[src/rtl/i_ram_loader_pkg.sv]
// -----------------------------------------------------------------------------
// i_ram_loader_pkg
//   Shared definitions for the instruction-image loaders (this loader, the bus
//   bridge and the debug loader):
//     - loader_state_t    : frame-parser state encoding
//     - DEFAULT_SYNC_BYTE : frame start marker
//     - ready_in_state()  : whether the byte source may hand over a byte while
//                           the parser sits in a given state (the FIN cycle
//                           refuses bytes so the outcome pulse settles first)
// -----------------------------------------------------------------------------
package i_ram_loader_pkg;

  typedef enum logic [2:0] {
    ST_IDLE    = 3'd0,
    ST_LEN_HI  = 3'd1,
    ST_LEN_LO  = 3'd2,
    ST_DATA_HI = 3'd3,
    ST_DATA_LO = 3'd4,
    ST_CHECK   = 3'd5,
    ST_FIN     = 3'd6
  } loader_state_t;

  localparam logic [7:0] DEFAULT_SYNC_BYTE = 8'hA5;

  // rx_ready is a registered output, so callers evaluate this for the state
  // being entered, not the state being left.
  function automatic logic ready_in_state(input loader_state_t st);
    return (st != ST_FIN);
  endfunction

endpackage

[src/rtl/i_ram_loader.sv]
// -----------------------------------------------------------------------------
// i_ram_loader
//   Receives a framed byte stream
//     sync, LEN_HI, LEN_LO, N x (data_hi, data_lo), CHK
//   packs data bytes big-endian into 16-bit words and writes them to the
//   instruction RAM from address 0. The core is held while a load is in
//   flight; a good load ends with a done pulse and releases the core, an
//   oversize length or bad checksum gives an error pulse and keeps it held.
//
// Parameters
//   addr_width : instruction RAM address width (image up to 1<<addr_width words)
//   sync_byte  : frame start marker
//
// Ports
//   clk       in   system clock, posedge
//   rst_n     in   asynchronous active-low reset
//   rx_data   in   incoming byte
//   rx_valid  in   rx_data valid
//   rx_ready  out  byte accepted when rx_valid & rx_ready
//   w_addr    out  RAM write address (held between writes)
//   din       out  RAM write data (held between writes)
//   w_en      out  RAM write strobe, one cycle per word
//   cpu_hold  out  keeps the core in reset during / after a failed load
//   done      out  one-cycle pulse on a good load
//   error     out  one-cycle pulse on oversize length or bad checksum
// -----------------------------------------------------------------------------
module i_ram_loader
  import i_ram_loader_pkg::*;
#(
  parameter int          addr_width = 12,
  parameter logic [7:0]  sync_byte  = DEFAULT_SYNC_BYTE
) (
  input  logic                  clk,
  input  logic                  rst_n,
  input  logic [7:0]            rx_data,
  input  logic                  rx_valid,
  output logic                  rx_ready,
  output logic [addr_width-1:0] w_addr,
  output logic [15:0]           din,
  output logic                  w_en,
  output logic                  cpu_hold,
  output logic                  done,
  output logic                  error
);

  // Largest legal word count; 17 bits so that 1<<16 would still be representable.
  localparam logic [16:0] MAX_WORDS = 17'(1) << addr_width;

  loader_state_t         state_reg;
  logic [7:0]            len_hi_reg;
  logic [15:0]           len_reg;
  logic [7:0]            data_hi_reg;
  logic [7:0]            chk_reg;
  // One bit wider than the address so that a full 1<<addr_width image can be
  // counted to completion.
  logic [addr_width:0]   word_cnt_reg;

  logic                  hs;
  logic [15:0]           len_word;
  logic [7:0]            chk_next;
  logic [addr_width:0]   cnt_inc;

  assign hs       = rx_valid & rx_ready;
  assign len_word = {len_hi_reg, rx_data};
  assign chk_next = chk_reg + rx_data;   // modulo-256 accumulation
  assign cnt_inc  = word_cnt_reg + 1'b1;

  always_ff @(posedge clk or negedge rst_n) begin
    if (!rst_n) begin
      state_reg    <= ST_IDLE;
      len_hi_reg   <= '0;
      len_reg      <= '0;
      data_hi_reg  <= '0;
      chk_reg      <= '0;
      word_cnt_reg <= '0;
      rx_ready     <= 1'b0;
      w_addr       <= '0;
      din          <= '0;
      w_en         <= 1'b0;
      cpu_hold     <= 1'b0;
      done         <= 1'b0;
      error        <= 1'b0;
    end else begin
      // Pulse outputs default low; rx_ready defaults high and is only pulled
      // down when entering FIN.
      w_en     <= 1'b0;
      done     <= 1'b0;
      error    <= 1'b0;
      rx_ready <= 1'b1;

      case (state_reg)
        ST_IDLE: begin
          if (hs && (rx_data == sync_byte)) begin
            state_reg    <= ST_LEN_HI;
            word_cnt_reg <= '0;
            chk_reg      <= '0;
            cpu_hold     <= 1'b1;
          end
        end

        ST_LEN_HI: begin
          if (hs) begin
            len_hi_reg <= rx_data;
            chk_reg    <= chk_next;
            state_reg  <= ST_LEN_LO;
          end
        end

        ST_LEN_LO: begin
          if (hs) begin
            len_reg <= len_word;
            chk_reg <= chk_next;
            if ({1'b0, len_word} > MAX_WORDS) begin
              // cpu_hold is left as is: the core stays held after a bad frame.
              error     <= 1'b1;
              state_reg <= ST_IDLE;
            end else if (len_word == 16'd0) begin
              state_reg <= ST_CHECK;
            end else begin
              state_reg <= ST_DATA_HI;
            end
          end
        end

        ST_DATA_HI: begin
          if (hs) begin
            data_hi_reg <= rx_data;
            chk_reg     <= chk_next;
            state_reg   <= ST_DATA_LO;
          end
        end

        ST_DATA_LO: begin
          if (hs) begin
            w_en         <= 1'b1;
            w_addr       <= word_cnt_reg[addr_width-1:0];
            din          <= {data_hi_reg, rx_data};
            word_cnt_reg <= cnt_inc;
            chk_reg      <= chk_next;
            if (17'(cnt_inc) == {1'b0, len_reg}) begin
              state_reg <= ST_CHECK;
            end else begin
              state_reg <= ST_DATA_HI;
            end
          end
        end

        ST_CHECK: begin
          if (hs) begin
            // Words already written stay in RAM whatever the outcome.
            if (chk_next == 8'h00) begin
              done     <= 1'b1;
              cpu_hold <= 1'b0;
            end else begin
              error    <= 1'b1;
            end
            chk_reg   <= chk_next;
            state_reg <= ST_FIN;
            rx_ready  <= ready_in_state(ST_FIN);
          end
        end

        ST_FIN: begin
          state_reg <= ST_IDLE;
          rx_ready  <= ready_in_state(ST_IDLE);
        end

        default: begin
          state_reg <= ST_IDLE;
        end
      endcase
    end
  end

endmodule

[config.mk]
export PLATFORM = sky130hd
export DESIGN_NAME = i_ram_loader
export DESIGN_NICKNAME = d
export VERILOG_FILES = /design/src/rtl/i_ram_loader_pkg.sv /design/src/rtl/i_ram_loader.sv
export SDC_FILE = /design/constraint.sdc
export NUM_CORES = 1
export LEC_CHECK = 0
export CAP_MARGIN = 10
export CORE_MARGIN = 2
export CORE_UTILIZATION = 60
export CTS_CLUSTER_SIZE = 30
export DETAILED_ROUTE_END_ITERATION = 16
export DONT_BUFFER_PORTS = 1
export PLACE_DENSITY = 0.87
export REMOVE_ABC_BUFFERS = 1
export SETUP_SLACK_MARGIN = 0.4
export SYNTH_ARGS = -nofsm -noshare
export SYNTH_HDL_FRONTEND = slang
export SYNTH_SLANG_ARGS = --single-unit
[constraint.sdc]
create_clock -name clk -period 3.5 [get_ports clk]
set_clock_uncertainty 0.1 [all_clocks]
set_input_delay 0.7 -clock clk [delete_from_list [all_inputs] [get_ports clk]]
set_output_delay 0.7 -clock clk [all_outputs]
set_load 0.05 [all_outputs]
==> metrics <==
Worst Path Arrival=slightly below 3 ns; IO Pins=44; number of buffers added for setup after CTS=0; sum of overflow across all layers after global routing=0; unrepaired setup endpoints after global routing=no; final-report setup violation count=0; number of nets in the layout=445; site row count=30; largest net degree at the start of global routing=90; gate count after technology mapping=roughly 430; worst-skew pair later-pin latency=around 0.37 ns; Initial Util=62.9%; via/cell ratio=6.16; Slew @ Worst Pin=1.05 ns; crit start category=flop; HPWL after DPL=approximately 6.2 mm; worst-case setup margin in the final layout=0.672 ns; pre-CTS worst setup slack=0.388 ns; Worst slew margin=29.3%; power density cells=796 mW/mm²; Ys Warns=0; total power of the final layout=0.00366 W; most common cell after layout, fill and taps aside=sky130_fd_sc_hd__nand2_1; routed length per instance=17.9 µm; leakage power of the design=roughly 2.1 nW; sequential area share after synthesis=51.5%; Post-DP Area=0.00439 mm²; drt initial violations=176; library cell with the largest summed area after synthesis=sky130_fd_sc_hd__dfrtp_1; Final Hold Viols=0; Detailed Route WL=9.40 mm; number of maximum-capacitance constraint violations=0; final total negative setup slack=0 ns; average cell area after synthesis=approximately 10 µm²; number of distinct library cell variants in the gate-level netlist after synthesis=52; initial antenna violation count=0; number of CTS-inserted buffers=9; vias in the first global route=roughly 3400; time the final worst path needs with I/O delays and setup=2.83 ns; final design area excluding fillers=between 0.004 and 0.005 mm²; Post-CTS Resized=0; commonest register cell after synthesis=sky130_fd_sc_hd__dfrtp_1; top library cells by usage in the layout, fill and taps aside=sky130_fd_sc_hd__nand2_1, sky130_fd_sc_hd__dfrtp_1, sky130_fd_sc_hd__mux2_2; first-pass GRT wire length=16.0 mm; cell types with the largest area share after synthesis=sky130_fd_sc_hd__dfrtp_1, sky130_fd_sc_hd__nand2_1, sky130_fd_sc_hd__mux2_2; Buffers on Ports=0; Std-Cell Core Area=roughly 0.0069 mm²; Yosys top cell area share=a little over 50%; class of the worst hold path=input port to async pin; H-tree depth reported by CTS=3; TritonCTS clock tree=done; Total Die Area=0.00790 mm²; number of nets with antenna violations after detailed routing=0; critical-path maximum fanout=3; Reg clk slew, reported paths=0.09 ns; routed vias=3241; status=finished, final reports clean; total of fill cells in the finished design=around 550; Max Slew Vio Count=0; clk sink count=89; cell area after synthesis=0.00432 mm²; post-route worst hold slack=~0.11 ns; gpl congestion=0.863; area grow syn2layout=6.43%; worst supply voltage drop on vdd=483 µV; overall track demand over capacity in global routing=26.7%; post-synthesis async set-or-reset flop share=100%; total of flip-flops plus latches after synthesis=a little under 90; ratio of cells with drive above 1 in the final layout=13.7%; fmax=~350 MHz; number of enable flip-flop cells after synthesis=0; CTS Buffer Depth=2; CTS Root Buffer Type=sky130_fd_sc_hd__clkbuf_8; share of the clock period used by the worst path=80.8%; hold buffer count at CTS=1; required arrival time at the worst endpoint=3.66 ns; Setup Crit Path Kind=flop to flop; First-pass DRT Iterations=4; die outline height=88.9 µm; number of remaining DRC errors=0; kind of end point of the critical path=flop; final antenna diode count=0; x dimension of the die=88.9 µm
through the flow:
step           cells  utilization [%]
6_report         526             67.0
5_1_grt          526             67.0
4_1_cts          526             67.0
3_5_place_dp     509             63.9
3_3_place_gp     509             63.9
2_1_floorplan    411                -
worst max-delay path: stages, from the launching register on:
cell,delay (ns)
sky130_fd_sc_hd__dfrtp_1,0.40
sky130_fd_sc_hd__ha_1,0.24
sky130_fd_sc_hd__fa_1,0.46
sky130_fd_sc_hd__nand2b_1,0.16
sky130_fd_sc_hd__or4_1,0.49
sky130_fd_sc_hd__nor4_1,0.52
sky130_fd_sc_hd__a32oi_1,0.19
sky130_fd_sc_hd__a21boi_0,0.16
synthesized netlist by cell type, drive strengths merged (2+ instances only):
master,instances
a211oi,3
a21boi,2
a21o,3
a21oi,8
a22o,8
a31oi,5
and3,4
and4,2
buf,2
clkbuf,16
dfrtp,89
ha,8
inv,4
mux2,32
nand2,109
nand2b,7
nand3,10
nand3b,2
nand4,3
nor2,15
nor2b,2
nor3,6
nor3b,3
nor4,5
o21ai,26
o22ai,2
o31ai,5
or3,3
or3b,2
or4,3
xnor2,15
xor2,9
final timing paths:
kind                           startpoint         end  slack, ns  cells after the start
max in group asynchronous           rst_n  chk_reg[4]       2.83                      1
setup / recovery               chk_reg[0]    cpu_hold       0.67                      7
setup reg to reg               chk_reg[0]    cpu_hold       0.67                      7
hold / removal                      rst_n   w_addr[2]       0.11                      1
hold reg to reg            data_hi_reg[0]      din[8]       0.37                      2
min in group clk               rx_data[3]      din[3]       0.33                      2
final cells by class:
type,count,area [µm²],share of cell area (%)
multi-input combinational,317,2010,43.6
timing repair buffer,3,42.5,0.925
clock buffer,9,124,2.69
inverter,5,18.8,0.408
clock inverter,7,61.3,1.33
sequential,89,2230,48.4
tap,96,120,2.61
routing by layer:
layer	vias to the layer above	global-route usage (%)	routed length, µm
met4	0	15.3	369
met1	1573	33.3	3800
li1	1484	-	-
met5	-	0	0
met2	145	43.6	4590
met3	39	5.04	646
where the power goes:
group / internal, W / total (W) / switching, W
sequential: 0.00134 / 0.00186 / 0.000516
clock: 0.000273 / 0.000676 / 0.000403
combinational: 0.000548 / 0.00113 / 0.000578
total: 0.00216 / 0.00366 / 0.00150
cells by family (layout without fill, tap and decap cells):
group                      after synthesis  in the layout  share of synthesized area, %
muxes                                   33             33                          8.57
xor gates and xnor gates                24             24                          4.86
AOI/OAI and AO/OA                       71             71                          10.8
and+or+nand+nor                        180            180                          19.4
adders and majority gates                9              9                          2.78
DFF                                     89             89                          51.5
buffers and inverters                   23             24                          2.06
Power figures use the tool's default switching activity.
